## config.mk

```make
export PLATFORM = sky130hd
export DESIGN_NAME = branch_sequencer
export DESIGN_NICKNAME = d
export VERILOG_FILES = /design/src/rtl/branch_sequencer.sv
export SDC_FILE = /design/constraint.sdc
export NUM_CORES = 1
export LEC_CHECK = 0
export ABC_AREA = 1
export BUFFER_PORTS_ARGS = -buffer_cell sky130_fd_sc_hd__buf_2
export CAP_MARGIN = 20
export CORE_MARGIN = 3
export CORE_UTILIZATION = 47
export DETAILED_ROUTE_END_ITERATION = 6
export PLACE_DENSITY = 0.75
export SLEW_MARGIN = 5
export SYNTH_ARGS = -nofsm -noshare
export SYNTH_HDL_FRONTEND = slang
export SYNTH_SLANG_ARGS = --single-unit
```

## constraint.sdc

```tcl
create_clock -name CLK -period 1.2 [get_ports CLK]
set_input_delay 0.06 -clock CLK [delete_from_list [all_inputs] [get_ports CLK]]
set_output_delay 0.06 -clock CLK [all_outputs]
set_load 0.01 [all_outputs]
```

## src/rtl/branch_sequencer.sv

```systemverilog
// Branch sequencer: accepts decoded instructions, evaluates conditional branches
// against the accumulator and advances the program counter.
module branch_sequencer #(
  parameter logic [15:0] RESET_PC = 16'h0000,
  parameter logic [15:0] PC_INC   = 16'd2
) (
  input  logic        CLK,
  input  logic        Reset,
  input  logic        InstrValid,
  output logic        InstrReady,
  input  logic        IsBranch,
  input  logic [1:0]  BranchCond,
  input  logic [15:0] BranchTarget,
  input  logic [15:0] Acc,
  input  logic        Stall,
  output logic        BranchCycle,
  output logic        BranchTaken,
  output logic [15:0] PC,
  output logic [7:0]  TakenCount
);

  typedef enum logic [1:0] {
    IDLE   = 2'd0,
    EVAL   = 2'd1,
    UPDATE = 2'd2
  } state_t;

  state_t      state_q, state_d;
  logic [15:0] pc_q, pc_d;
  logic [15:0] target_q, target_d;
  logic [1:0]  cond_q, cond_d;
  logic        taken_q, taken_d;
  logic [7:0]  count_q, count_d;
  logic        handshake;
  logic        cond_met;
  logic        acc_neg;
  logic        acc_zero;

  assign handshake = InstrValid && (state_q == IDLE);
  assign acc_neg   = Acc[15];
  assign acc_zero  = (Acc == 16'h0000);

  always_comb begin
    cond_met = 1'b0;
    case (cond_q)
      2'b00:   cond_met = acc_neg;
      2'b01:   cond_met = acc_zero;
      2'b10:   cond_met = !acc_zero;
      default: cond_met = !acc_neg && !acc_zero;
    endcase
  end

  always_ff @(posedge CLK or posedge Reset) begin
    if (Reset) begin
      state_q  <= IDLE;
      pc_q     <= RESET_PC;
      target_q <= 16'h0000;
      cond_q   <= 2'b00;
      taken_q  <= 1'b0;
      count_q  <= 8'h00;
    end else begin
      state_q  <= state_d;
      pc_q     <= pc_d;
      target_q <= target_d;
      cond_q   <= cond_d;
      taken_q  <= taken_d;
      count_q  <= count_d;
    end
  end

  always_comb begin
    state_d = state_q;
    case (state_q)
      IDLE:    if (handshake) state_d = IsBranch ? EVAL : UPDATE;
      EVAL:    state_d = UPDATE;
      UPDATE:  if (!Stall) state_d = IDLE;
      default: state_d = IDLE;
    endcase
  end

  // Datapath: capture on handshake, resolve in EVAL, commit when UPDATE is not stalled.
  always_comb begin
    pc_d     = pc_q;
    target_d = target_q;
    cond_d   = cond_q;
    taken_d  = taken_q;
    count_d  = count_q;
    case (state_q)
      IDLE: begin
        if (handshake) begin
          target_d = BranchTarget;
          cond_d   = BranchCond;
          taken_d  = 1'b0;
        end
      end
      EVAL: taken_d = cond_met;
      UPDATE: begin
        if (!Stall) begin
          pc_d = taken_q ? target_q : pc_q + PC_INC;
          if (taken_q && (count_q != 8'hFF)) count_d = count_q + 8'd1;
        end
      end
      default: ;
    endcase
  end

  always_comb begin
    InstrReady  = (state_q == IDLE);
    BranchCycle = (state_q == EVAL);
    BranchTaken = (state_q == UPDATE) && !Stall && taken_q;
  end

  assign PC         = pc_q;
  assign TakenCount = count_q;

endmodule
```

# Word-level counts from Yosys, hierarchy flattened

Cells that the tools add are included.
Widths: inputs -> output; s select.

Add/sub/neg operators: 2
Equal/unequal tests: 7
Muxes and demuxes: 8
Bitwise logic cells: 1
Reduce and logical (&&, ||, !) cells: 17

Operators with widths:

| kind                  | number |
|---|---|
| $add 16x2->16 const B | 1 |
| $logic_not 16->1      | 1 |
| $mux 16               | 1 |
| $add 8x1->8 const B   | 1 |
| $ne 8x8->1 const B    | 1 |
| $reduce_and 2->1      | 4 |
| $mux 2                | 3 |
| $pmux 2 s3            | 1 |
| $logic_and 1x1->1     | 5 |
| $eq 2x1->1 const B    | 2 |
| $eq 2x2->1 const B    | 2 |
| $logic_not 2->1       | 2 |
| $logic_not 1->1       | 3 |
| $pmux 1 s3            | 1 |
| $reduce_and 3->1      | 1 |
| $ne 2x1->1 const B    | 1 |
| $ne 2x2->1 const B    | 1 |
| $pmux 1 s2            | 1 |
| $reduce_bool 2->1     | 1 |
| $mux 1                | 1 |
| $not 1->1             | 1 |

Bits in registers: 45
Bits of input ports: 39
Output and inout bits: 27
Word-level logic and storage cells: 41

# Longest topological paths before layout

Gate-level depths: netlist of the first run.

Word-level depth: 5
Gate-level depth with buffers: 8
Mapped depth without buffers: 8

# Worst setup path after synthesis of the first run

Ideal clock, no wire load.

Path type: flip-flop to flip-flop
From: register count_q[0], in the netlist TakenCount[0]
To: register count_q[2], in the netlist TakenCount[2]
Library setup time: 120 ps
Arrival time: 1271 ps
Data required time: 1080 ps
Slack: -191 ps
Stages on the path, launching flop included: 9
Period minus slack after synthesis: 1391 ps
Path through: dfrtp_1 -> ha_1 -> inv_1 -> nor2_2 -> nand4_2 -> nand2_4 -> clkinv_2 -> nand3b_1 -> nand2_1

Word-level cells in the longest chain between the ends: 3

Ends and longest elaborated chain:

| item                                                                | RTL line | RTL |
|---|---|---|
| start: declaration                                                  | 33       | `logic [7:0] count_q, count_d;` |
| start signal: assignment                                            | 67       | `count_q <= count_d;` |
| parallel branches: the longest is 3 deep, another holds $add 8x1->8 | --       |  |

Several ways; the timed one is not identified.
A chain may end at the register's enable or synchronous reset.

# Worst setup path in the final report of the first run

From: register state_q[1]
To: output port BranchTaken

Word-level cells in the longest chain between the ends: 3

Ends and longest elaborated chain:

| item                            | RTL line | RTL |
|---|---|---|
| start: declaration              | 28       | `state_t state_q, state_d;` |
| start signal: assignment        | 62       | `state_q <= state_d;` |
| $eq 2x2->1                      | 110      | `BranchTaken = (state_q == UPDATE) && !Stall && taken_q;` |
| $logic_and 1x1->1 (2 in series) | 110      |  |
| end: declaration                | 17       | `output logic BranchTaken,` |

Every way passes these cells.

==> summary.txt, run 1 <==
Finish
  – # diodes: 0
  – Layout cells sized above 1: 43.6%
  – Util after Layout: 76.5%
  – NumNets Final: 476
  – Area Growth Syn to Fin: 51.3%

Routing
  – Remaining DRCs: 0
  – Total number of vias: 2,551
  – WL per Instance: 14.4 um
  – Via density: 5.07
  – WL final: 7.23 mm
  – First-pass detailed-route iteration total: 5
  – Antenna-violating nets left: 0
  – DRT iter0 DRCs: 149

Clocking
  – CTS tree: yes
  – H-tree Lvls: 2
  – CTS max path bufs: 2
  – CTS clk-pin slew, worst paths: 0.08 ns
  – TritonCTS Buffers: 5
  – Clock sink count: 45
  – Later-pin clock latency in the skew report: 0.30 ns
  – Root buffer cell: clkbuf_8

Power and ir drop
  – P_leak: 1.91 nW
  – Pwr Density: 1740 nW/um^2
  – VDD IR-drop max: 1470 uV
  – Tot Pwr: 6.50 mW

Floorplan
  – Die area: 6150 um^2
  – FP Rows: 25
  – Core Footprint: 4880 um^2
  – Die width: 78.4 um
  – Initial Util: 50.5%
  – I/O pin total: 66
  – Height of the die: 78.4 um

Global routing
  – Initial antenna violation count: 0
  – GRT Total Usage: 22.7%
  – First-pass GRT wire length: 11.1 mm
  – Overflow after GRT: 0
  – Vias in the first global route: 2,521
  – Largest net degree at the start of global routing: 46

Setup path
  – Worst Setup Path Type: reg2out
  – R2R setup slack: -0.16 ns
  – Crit start category: flop
  – Crit path DAT: 1.34 ns
  – CP Data Required Time: 1.14 ns
  – Crit Path Max Fanout: 3
  – Crit. End Element: primary output

Run status
  – Outcome: complete, but fails checks
  – Failing checks: setup timing

STA
  – Final Cycle Share: 117%
  – Final Max Slew Viols: 0
  – FMAX: 714 MHz
  – Tmin final: 1.40 ns
  – Final hold violations: 0
  – Worst hold margin: 0.000609 ns
  – Clk_skew: 0.00668 ns
  – RSZ-0062 raised after global routing: true
  – Relative slew slack: 80.9%
  – Final WS setup: -0.200 ns
  – Worst slew pin tran: 0.285 ns
  – Final setup fails: 41

Yosys
  – Mapped cell area: 2470 um^2
  – Number of synthesized flops with an enable pin: 0
  – YS warnings: 0
  – Share of the synthesized area in the top cell type: 45.7%
  – Mapped Cells: 303
  – Proportion of synthesized area in mux cells: 7.31%
  – Avg Cell Area, Syn: 8.14 um^2
  – Asr flop ratio synth: 100%
  – #FFs+latches synth: 45
  – Combinational family with the most area after synthesis: simple AND/OR/NAND/NOR gates
  – Synth Area in Simple Gates: 29.6%
  – Synth Area in Adders: 1.01%
  – Library cells used by synthesis: 33
  – Synth Area in XOR/XNOR: 2.13%
  – Compound-Gate Fraction of Synth Area: 6.80%
  – Synth area leader: dfrtp_1
  – Synth Net Count: 344
  – Seq/Total Area, Yosys: 45.7%
  – Synth Flop Type: dfrtp_1
  – Ranking of synthesized cells by area: dfrtp_1 (46%), nand2_1 (13%), mux2_2 (7.3%)

Place
  – HPWL Detailed: 4.51 mm
  – I/O Buffers: 65
  – Place WS: -0.144 ns
  – Gpl congestion: 0.861

Worst hold path
  – Worst Hold Class: in2reg

Run
  – MaxCap Viol Count: 0
==> power breakdown <==
group	switching, mW	total [mW]	leakage [nW]	internal (mW)
registers	0.442	2.47	0.553	2.03
logic	1.62	3.05	1.31	1.43
clock network	0.509	0.979	0.0455	0.470
==> stage by stage <==
| stage | cells | setup TNS, ns | cell area [um^2] |
|---|---|---|---|
| 2_1_floorplan | 303 | -1.00 | 2510 |
| 3_3_place_gp | 462 | -0.480 | 3150 |
| 3_5_place_dp | 462 | -1.45 | 3150 |
| 4_1_cts | 500 | -2.79 | 3600 |
| 5_1_grt | 503 | -7.29 | 3730 |
| 6_report | 503 | -4.87 | 3730 |
==> flip-flops by register name, summed over array words and instances (netlist names) <==
signal and count:
TakenCount 8, state_q 2, cond_q 2, taken_q 1
PC 16, target_q 16
==> critical path, stage by stage (launching register included) <==
cell     delay (ns)
dfrtp_1        0.40
inv_2          0.08
nor2_4         0.13
nand2_4        0.09
nor2_8         0.14
buf_6          0.12
buf_6          0.09
==> synthesized netlist by cell type (3+ instances only) <==
master   instances
a21oi_1          7
buf_6            3
dfrtp_1         45
inv_1           29
mux2_2          16
nand2_1         84
nand3_1         20
nand4_1          6
nor2_1          44
o21ai_0         15
xnor2_1          3
xor2_1           3
==> kinds of logic (layout without fill, tap and decap cells) <==
group | Yosys count | count (layout)
multiplexers | 16 | 16
AND/OR/NAND/NOR | 166 | 167
XOR/XNOR | 6 | 6
buffers and inverters | 39 | 171
flip-flops | 45 | 45
adder cells (fa/ha/maj) | 2 | 2
AO/OA/AOI/OAI | 29 | 29
==> final cells by class <==
class | count | area [um^2]
Multi-Input combinational cell | 220 | 1360
Fill cell | 348 | 1150
Sequential cell | 45 | 1130
Inverter | 32 | 128
Clock buffer | 8 | 90.1
Timing Repair Buffer | 131 | 946
Tap cell | 67 | 83.8
==> cell usage in the layout, fill, tap and decap left out, types with 10 or more instances in the layout <==
| master | instances |
|---|---|
| inv_1 | 26 |
| buf_6 | 10 |
| nor2_1 | 33 |
| mux2_2 | 16 |
| buf_2 | 63 |
| dfrtp_1 | 43 |
| nand2_2 | 10 |
| dlygate4sd3_1 | 18 |
| nand3_1 | 15 |
| buf_4 | 37 |
| nand2_1 | 75 |
==> layer usage <==
metal / vias to the layer above / global-route usage, % / wire [um]
met3: 21 / 4.59 / 361
li1: 1241 / - / -
met2: 83 / 40.9 / 3710
met1: 1206 / 27.0 / 2960
met4: 0 / 7.17 / 199
met5: - / 0 / 0
==> final timing paths <==
path	start	to	depth (start not counted)
max	state_q[1]$_DFFE_PP0P_	BranchTaken	6
min	BranchTarget[15]	target_q[15]$_DFFE_PP0P_	3
max reg2reg	state_q[1]$_DFFE_PP0P_	PC[11]$_DFFE_PP0P_	9
min reg2reg	target_q[0]$_DFFE_PP0P_	PC[0]$_DFFE_PP0P_	2
max in group asynchronous	Reset	state_q[0]$_DFFE_PP0P_	4
min in group asynchronous	Reset	TakenCount[1]$_DFFE_PP0P_	4
==> repair_timing <==
| item | CTS | global route |
|---|---|---|
| hold buffers | 18 | 0 |
| setup endpoints to repair | 28 | 46 |
| resized for setup | 30 | 27 |
| gates cloned | 1 | 1 |
| setup buffers | 11 | 2 |
| pin swaps | 14 | 10 |
| endpoints found under the hold margin | 62 | 0 |
No activity file was read; power rests on OpenSTA's default activity.
==> run 2: changes to the inputs <==
--- a/config.mk
+++ b/config.mk
@@ -10,6 +10,7 @@
 export CAP_MARGIN = 20
 export CORE_MARGIN = 3
 export CORE_UTILIZATION = 47
+export CTS_CLUSTER_SIZE = 24
 export DETAILED_ROUTE_END_ITERATION = 6
 export PLACE_DENSITY = 0.75
 export SLEW_MARGIN = 5
==> constraint.sdc (replaced) <==
create_clock -name CLK -period 1.1 [get_ports CLK]
set_input_delay 0.055 -clock CLK [delete_from_list [all_inputs] [get_ports CLK]]
set_output_delay 0.055 -clock CLK [all_outputs]
set_load 0.01 [all_outputs]
==> run 2 against run 1 <==
Effect of this change: the run still ends with setup timing left; first-iteration DRC count increased by 41%; highest routed layer unchanged; cell count increased by 3.4%; count of clock-buffer cells in the layout decreased by 2; critical path depth increased by 2; largest power group unchanged; hold slack improved by 0.050 ns; largest cell class unchanged.
==> summary.txt, run 2 (same netlist as run 1, synthesis figures left out) <==
Run status
  – Outcome: complete, but fails checks (unchanged)
  – Failing checks: setup timing (unchanged)

Routing
  – Via density: 5.29 (was 5.07)
  – Total number of vias: 2,749 (was 2,551)
  – Remaining DRCs: 0 (unchanged)
  – WL final: 8.48 mm (was 7.23 mm)
  – First-pass detailed-route iteration total: 5 (unchanged)
  – WL per Instance: 16.3 um (was 14.4 um)
  – DRT iter0 DRCs: 210 (was 149)
  – Antenna-violating nets left: 0 (unchanged)

STA
  – Tmin final: 1.37 ns
  – Final Max Slew Viols: 0 (unchanged)
  – Final hold violations: 0 (unchanged)
  – Final TNS setup: -9.28 ns (was -4.87 ns)
  – Final Cycle Share: 125%
  – Clk_skew: 0.00613 ns (was 0.00668 ns)
  – Worst slew pin tran: 0.341 ns (was 0.285 ns)
  – Final WS setup: -0.274 ns (was -0.200 ns)
  – RSZ-0062 raised after global routing: true (unchanged)
  – FMAX: 728 MHz
  – Final setup fails: 49 (was 41)
  – Relative slew slack: 77.2% (was 80.9%)

Global routing
  – First-pass GRT wire length: 12.0 mm (was 11.1 mm)
  – GRT Total Usage: 24.6% (was 22.7%)
  – Overflow after GRT: 0 (unchanged)
  – Vias in the first global route: 2,631 (was 2,521)
  – Initial antenna violation count: 0 (unchanged)
  – Largest net degree at the start of global routing: 21 (was 46)

Power and ir drop
  – Clock Power Share: 13.0% (was 15.1%)
  – Seq pwr share: 36.0% (was 38.0%)
  – Comb power frac: 50.9% (was 46.9%)
  – Pwr Density: 1930 nW/um^2 (was 1740 nW/um^2)
  – Switch Pwr: 3.14 mW (was 2.57 mW)
  – Sw frac: 39.9% (was 39.6%)
  – P_leak: 2.06 nW (was 1.91 nW)
  – Internal power: 4.72 mW (was 3.93 mW)
  – VDD IR-drop max: 1340 uV (was 1470 uV)

Clocking
  – TritonCTS Buffers: 5 (unchanged)
  – CTS max path bufs: 2 (unchanged)
  – Root buffer cell: clkbuf_8 (unchanged)
  – CTS clk-pin slew, worst paths: 0.08 ns (about the same)
  – CTS tree: yes (unchanged)
  – Clock sink count: 45 (unchanged)
  – H-tree Lvls: 2 (unchanged)
  – Later-pin clock latency in the skew report: 0.30 ns (about the same)

Finish
  – NumNets Final: 493 (was 476)
  – Fillers: 274 (was 348)
  – Commonest non-fill, non-tap cell in the layout: nand2_1 (unchanged)
  – Layout cells sized above 1: 50.3% (was 43.6%)
  – Area Growth Syn to Fin: 64.9% (was 51.3%)
  – Most frequent cells in the layout: nand2_1 (68), buf_2 (56), dfrtp_1 (37), buf_6 (37), buf_4 (33) (was nand2_1 (75), buf_2 (63), dfrtp_1 (43), buf_4 (37), nor2_1 (33))
  – Final Cell Area: 4070 um^2 (was 3730 um^2)
  – # diodes: 0 (unchanged)

Run
  – MaxCap Viol Count: 0 (unchanged)

Floorplan
  – Die width: 78.4 um (unchanged)
  – Initial Util: 50.5% (unchanged)
  – I/O pin total: 66 (unchanged)
  – Die area: 6150 um^2 (unchanged)
  – FP Rows: 25 (unchanged)
  – Height of the die: 78.4 um (unchanged)
  – Core Footprint: 4880 um^2 (unchanged)

Setup path
  – Crit. End Element: flop (was primary output)
  – CP max stage delay: 0.41 ns (was 0.40 ns)
  – Top Family by Delay on Critical Path: simple AND/OR/NAND/NOR gates (was flip-flops)
  – Crit path DAT: 1.56 ns (was 1.34 ns)
  – Crit Path Max Fanout: 8 (was 3)
  – CP Data Required Time: 1.29 ns (was 1.14 ns)
  – Crit start category: flop (unchanged)
  – Worst Setup Path Type: reg2reg (was reg2out)
  – Crit-path slowest cell: dfrtp_1 (unchanged)
  – CP cell instances: ha_4, inv_4, nor2_4, nand4_4, nand2_8, inv_8, nand3b_1, nand2_1 (was inv_2, nor2_4, nand2_4, nor2_8, buf_6, buf_6)
  – Worst Path Buf+Inv: 2 (was 3)

Place
  – Placed cell area: 3270 um^2 (was 3150 um^2)
  – Gpl congestion: 0.872 (was 0.861)
  – I/O Buffers: 65 (unchanged)
  – HPWL Detailed: 4.67 mm (was 4.51 mm)

Worst hold path
  – Worst Hold Class: in2reg (unchanged)
## run 2: cell types whose count changed in the layout (fill, tap and decap cells not counted), sizes merged
| cell | before | now |
|---|---|---|
| dlygate4sd3 | 18 | 19 |
| clkbuf | 8 | 6 |
| clkinvlp | 0 | 1 |
| buf | 113 | 130 |
| clkinv | 1 | 2 |
| nand2 | 88 | 87 |
## run 2: repair_timing
action / 4_1_cts / 5_1_grt
pin swaps: 16 / 22
gates resized for setup: 27 / 70
hold buffers: 19 / 0
cloned: 1 / 0
setup endpoints to repair: 44 / 55
endpoints found under the hold margin: 50 / 0
setup buffers: 12 / 12
## run 2: power groups by stage
| stage | combinational [mW] | sequential, mW | clock (mW) |
|---|---|---|---|
| 6_report | 4.00 | 2.83 | 1.02 |
| 3_3_place_gp | 2.89 | 2.71 | 0 |
| 3_5_place_dp | 2.96 | 2.73 | 0 |
| 4_1_cts | 3.29 | 2.69 | 1.03 |
| 5_1_grt | 4.39 | 2.88 | 1.11 |
| 2_1_floorplan | 1.45 | 2.90 | 0 |
## run 2: path summary, 6_finish.rpt
check	from	slack, ns	endpoint	depth (start not counted)
max in group asynchronous	Reset	0.35	TakenCount[4]$_DFFE_PP0P_	4
min in group asynchronous	Reset	0.27	cond_q[0]$_DFFE_PP0P_	3
max	TakenCount[1]$_DFFE_PP0P_	-0.27	TakenCount[2]$_DFFE_PP0P_	8
min reg2reg	target_q[9]$_DFFE_PP0P_	0.51	target_q[9]$_DFFE_PP0P_	1
min	Stall	0.05	state_q[1]$_DFFE_PP0P_	3
max reg2reg	TakenCount[1]$_DFFE_PP0P_	-0.27	TakenCount[2]$_DFFE_PP0P_	8
## run 2: layout make-up
type,count,area [um^2],share of cell area (%)
clock buffer,6,72.6,1.78
clock inverter,2,10.0,0.246
inverter,32,136,3.35
multi-input combinational,219,1410,34.7
sequential,45,1140,27.9
tap,67,83.8,2.06
timing repair buffer,149,1210,29.9
## run 2: worst register-to-register path: stages (launching register included)
cell      delay (ns)
dfrtp_1         0.41
ha_4            0.17
inv_4           0.05
nor2_4          0.13
nand4_4         0.12
nand2_8         0.15
inv_8           0.06
nand3b_1        0.11
nand2_1         0.07
## run 2: layer usage
layer  up-vias  routed length, um  track usage [%]
met2       112               4340             42.5
met3        35                371             4.13
met4         0                312             8.74
met5         -                  0                0
met1      1331               3460             31.1
li1       1271                  -                -
## run 2: stage by stage
stage / power [mW] / util (%) / setup slack, ns / cells / hold slack, ns
after floorplan: 4.35 / - / -0.219 / 303 / 0.0654
after global placement: 5.59 / 67.1 / -0.148 / 470 / 0.0436
after detailed placement: 5.69 / 67.1 / -0.281 / 470 / 0.0402
after CTS: 7.01 / 76.4 / -0.222 / 510 / 0.0200
after global routing: 8.37 / 83.3 / -0.349 / 520 / 0.0453
final: 7.85 / 83.3 / -0.274 / 520 / 0.0501
==> run 3: changes to the inputs <==
--- a/config.mk
+++ b/config.mk
@@ -12,7 +12,8 @@
 export CORE_UTILIZATION = 47
 export CTS_CLUSTER_SIZE = 24
 export DETAILED_ROUTE_END_ITERATION = 6
-export PLACE_DENSITY = 0.75
+export PLACE_DENSITY = 0.85
+export REMOVE_ABC_BUFFERS = 1
 export SLEW_MARGIN = 5
 export SYNTH_ARGS = -nofsm -noshare
 export SYNTH_HDL_FRONTEND = slang
==> run 3 against run 2 <==
Effect of this change: the flow still finishes with violations (setup timing); hold slack worse by 0.042 ns; largest power group unchanged; non-clock buffer count stayed put; sequential share of layout area is 0.25 points higher; clock skew is 0.0029 ns higher; critical endpoint is now PC[9]$_DFFE_PP0P_; utilization is 1.1 points lower; maximum frequency is 3.4% lower.
==> summary.txt, run 3 (same netlist as run 1, synthesis figures left out) <==
Setup path
  – Crit path DAT: 1.62 ns (was 1.56 ns)
  – Crit Path Max Fanout: 5 (was 8)
  – Crit-path most repeated cell: nand2_1
  – CP max stage delay: 0.44 ns (was 0.41 ns)
  – CP Data Required Time: 1.30 ns (was 1.29 ns)
  – Crit. End Element: flop (unchanged)
  – Crit start category: flop (unchanged)
  – Crit-path slowest cell: dfrtp_1 (unchanged)
  – CP cell instances: buf_4, inv_1, nor2_4, nand2_2, nand2_1, nand3_1, nand2_1, o21ai_1 (was ha_4, inv_4, nor2_4, nand4_4, nand2_8, inv_8, nand3b_1, nand2_1)
  – Worst Setup Path Type: reg2reg (unchanged)

STA
  – Final TNS setup: -9.34 ns (was -9.28 ns)
  – Final WS setup: -0.323 ns (was -0.274 ns)
  – Tmin final: 1.42 ns (was 1.37 ns)
  – Final setup fails: 51 (was 49)
  – FMAX: 703 MHz (was 728 MHz)
  – RSZ-0062 raised after global routing: true (unchanged)
  – Relative slew slack: 77.8% (was 77.2%)
  – Final hold violations: 0 (unchanged)
  – Clk_skew: 0.00902 ns (was 0.00613 ns)
  – Final Max Slew Viols: 0 (unchanged)
  – Worst slew pin tran: 0.332 ns (was 0.341 ns)
  – Final Cycle Share: 129% (was 125%)

Floorplan
  – FP Rows: 25 (unchanged)
  – Die area: 6150 um^2 (unchanged)
  – Die width: 78.4 um (unchanged)
  – I/O pin total: 66 (unchanged)
  – Initial Util: 50.5% (unchanged)
  – Core Footprint: 4880 um^2 (unchanged)
  – Height of the die: 78.4 um (unchanged)

Clocking
  – CTS max path bufs: 2 (unchanged)
  – TritonCTS Buffers: 5 (unchanged)
  – Clock sink count: 45 (unchanged)
  – Root buffer cell: clkbuf_8 (unchanged)
  – H-tree Lvls: 2 (unchanged)
  – CTS clk-pin slew, worst paths: 0.08 ns (about the same)
  – Later-pin clock latency in the skew report: 0.30 ns (about the same)
  – CTS tree: yes (unchanged)

Global routing
  – GRT Total Usage: 25.5% (was 24.6%)
  – Largest net degree at the start of global routing: 23 (was 21)
  – Overflow after GRT: 0 (unchanged)
  – Initial antenna violation count: 0 (unchanged)
  – First-pass GRT wire length: 12.5 mm (was 12.0 mm)
  – Vias in the first global route: 2,677 (was 2,631)

Finish
  – # diodes: 0 (unchanged)
  – Commonest non-fill, non-tap cell in the layout: nand2_1 (unchanged)
  – Final Cell Area: 4010 um^2 (was 4070 um^2)
  – NumNets Final: 493 (unchanged)
  – Final Non-Filler Cells: 520 (unchanged)
  – Most frequent cells in the layout: nand2_1 (68), buf_2 (62), buf_4 (45), dfrtp_1 (41), nor2_1 (33) (was nand2_1 (68), buf_2 (56), dfrtp_1 (37), buf_6 (37), buf_4 (33))
  – Area Growth Syn to Fin: 62.7% (was 64.9%)
  – Layout cells sized above 1: 49.2% (was 50.3%)
  – Fillers: 280 (was 274)

Place
  – Placed cell area: 3180 um^2 (was 3270 um^2)
  – Place WS: -0.308 ns (was -0.281 ns)
  – Dpl cells: 472 (was 470)
  – HPWL Detailed: 4.53 mm (was 4.67 mm)
  – I/O Buffers: 65 (unchanged)
  – Gpl congestion: 0.850 (was 0.872)

Run
  – MaxCap Viol Count: 0 (unchanged)

Routing
  – DRT iter0 DRCs: 247 (was 210)
  – WL final: 8.61 mm (was 8.48 mm)
  – Remaining DRCs: 0 (unchanged)
  – WL per Instance: 16.6 um (was 16.3 um)
  – Via density: 5.34 (was 5.29)
  – Antenna-violating nets left: 0 (unchanged)
  – Total number of vias: 2,776 (was 2,749)
  – First-pass detailed-route iteration total: 5 (unchanged)

Run status
  – Failing checks: setup timing (unchanged)
  – Outcome: complete, but fails checks (unchanged)

Power and ir drop
  – VDD IR-drop max: 1040 uV (was 1340 uV)
  – Pwr Density: 2030 nW/um^2 (was 1930 nW/um^2)
  – P_leak: 2.08 nW (was 2.06 nW)
  – Tot Pwr: 8.16 mW (was 7.85 mW)

Worst hold path
  – Worst Hold Class: in2reg (unchanged)
[run 3: changes by cell type in the layout (fill, tap and decap cells not counted), sizes merged]
| cell | change |
|---|---|
| buf | +1 |
| bufinv | +1 |
| clkbuf | +1 |
| clkinv | -1 |
| clkinvlp | -1 |
| dlygate4sd3 | -1 |
[run 3: path summary, 6_finish.rpt]
check	start	to	slack [ns]	cells after the start
min in group asynchronous	Reset	TakenCount[1]$_DFFE_PP0P_	0.25	3
max	PC[4]$_DFFE_PP0P_	PC[9]$_DFFE_PP0P_	-0.32	8
max in group asynchronous	Reset	PC[3]$_DFFE_PP0P_	0.37	4
min	BranchTarget[14]	target_q[14]$_DFFE_PP0P_	0.008	3
max reg2reg	PC[4]$_DFFE_PP0P_	PC[9]$_DFFE_PP0P_	-0.32	8
min reg2reg	target_q[8]$_DFFE_PP0P_	target_q[8]$_DFFE_PP0P_	0.51	1
[run 3: timing repair]
action	CTS	global route
pin swaps	25	20
resized for setup	62	46
hold buffers	18	0
setup buffers	15	6
setup endpoints to repair	42	54
endpoints found under the hold margin	44	0
gates cloned	1	0
[run 3: final cells by class]
type	instances	area, um^2	share of cell area (%)
well taps	67	83.8	2.09
repair buffers	149	1120	28.0
flip-flops and latches	45	1130	28.2
multi-input cells	219	1420	35.4
clock inverters	1	30.0	0.748
clock buffers	7	86.3	2.15
inverters	32	135	3.37
[run 3: critical path: cells and delay by family (launching register included)]
kind	cells	cell delay (ns)
buffers and inverters	2	0.24
AOI/OAI and AO/OA	1	0.06
DFF	1	0.44
and+or+nand+nor	5	0.58
[run 3: metal layers]
layer	vias up	part of all wire [%]	track usage, %
met5	-	0	0
met4	0	3.3	10.3
met3	36	7.9	3.78
met2	182	51	45.0
met1	1289	37	31.3
li1	1269	-	-
[run 3: per-stage QoR]
step / hold WS (ns) / utilization, %
CTS: 0.000299 / 77.8
floorplan: 0.175 / -
global route: 0.0281 / 82.2
detailed placement: 0.0267 / 65.2
global placement: 0.0258 / 65.2
finish: 0.00796 / 82.2
[run 3: where the power goes]
part	internal, mW	switching, mW
logic	1.97	2.10
clock network	0.741	0.557
registers	2.22	0.564
total	4.93	3.22
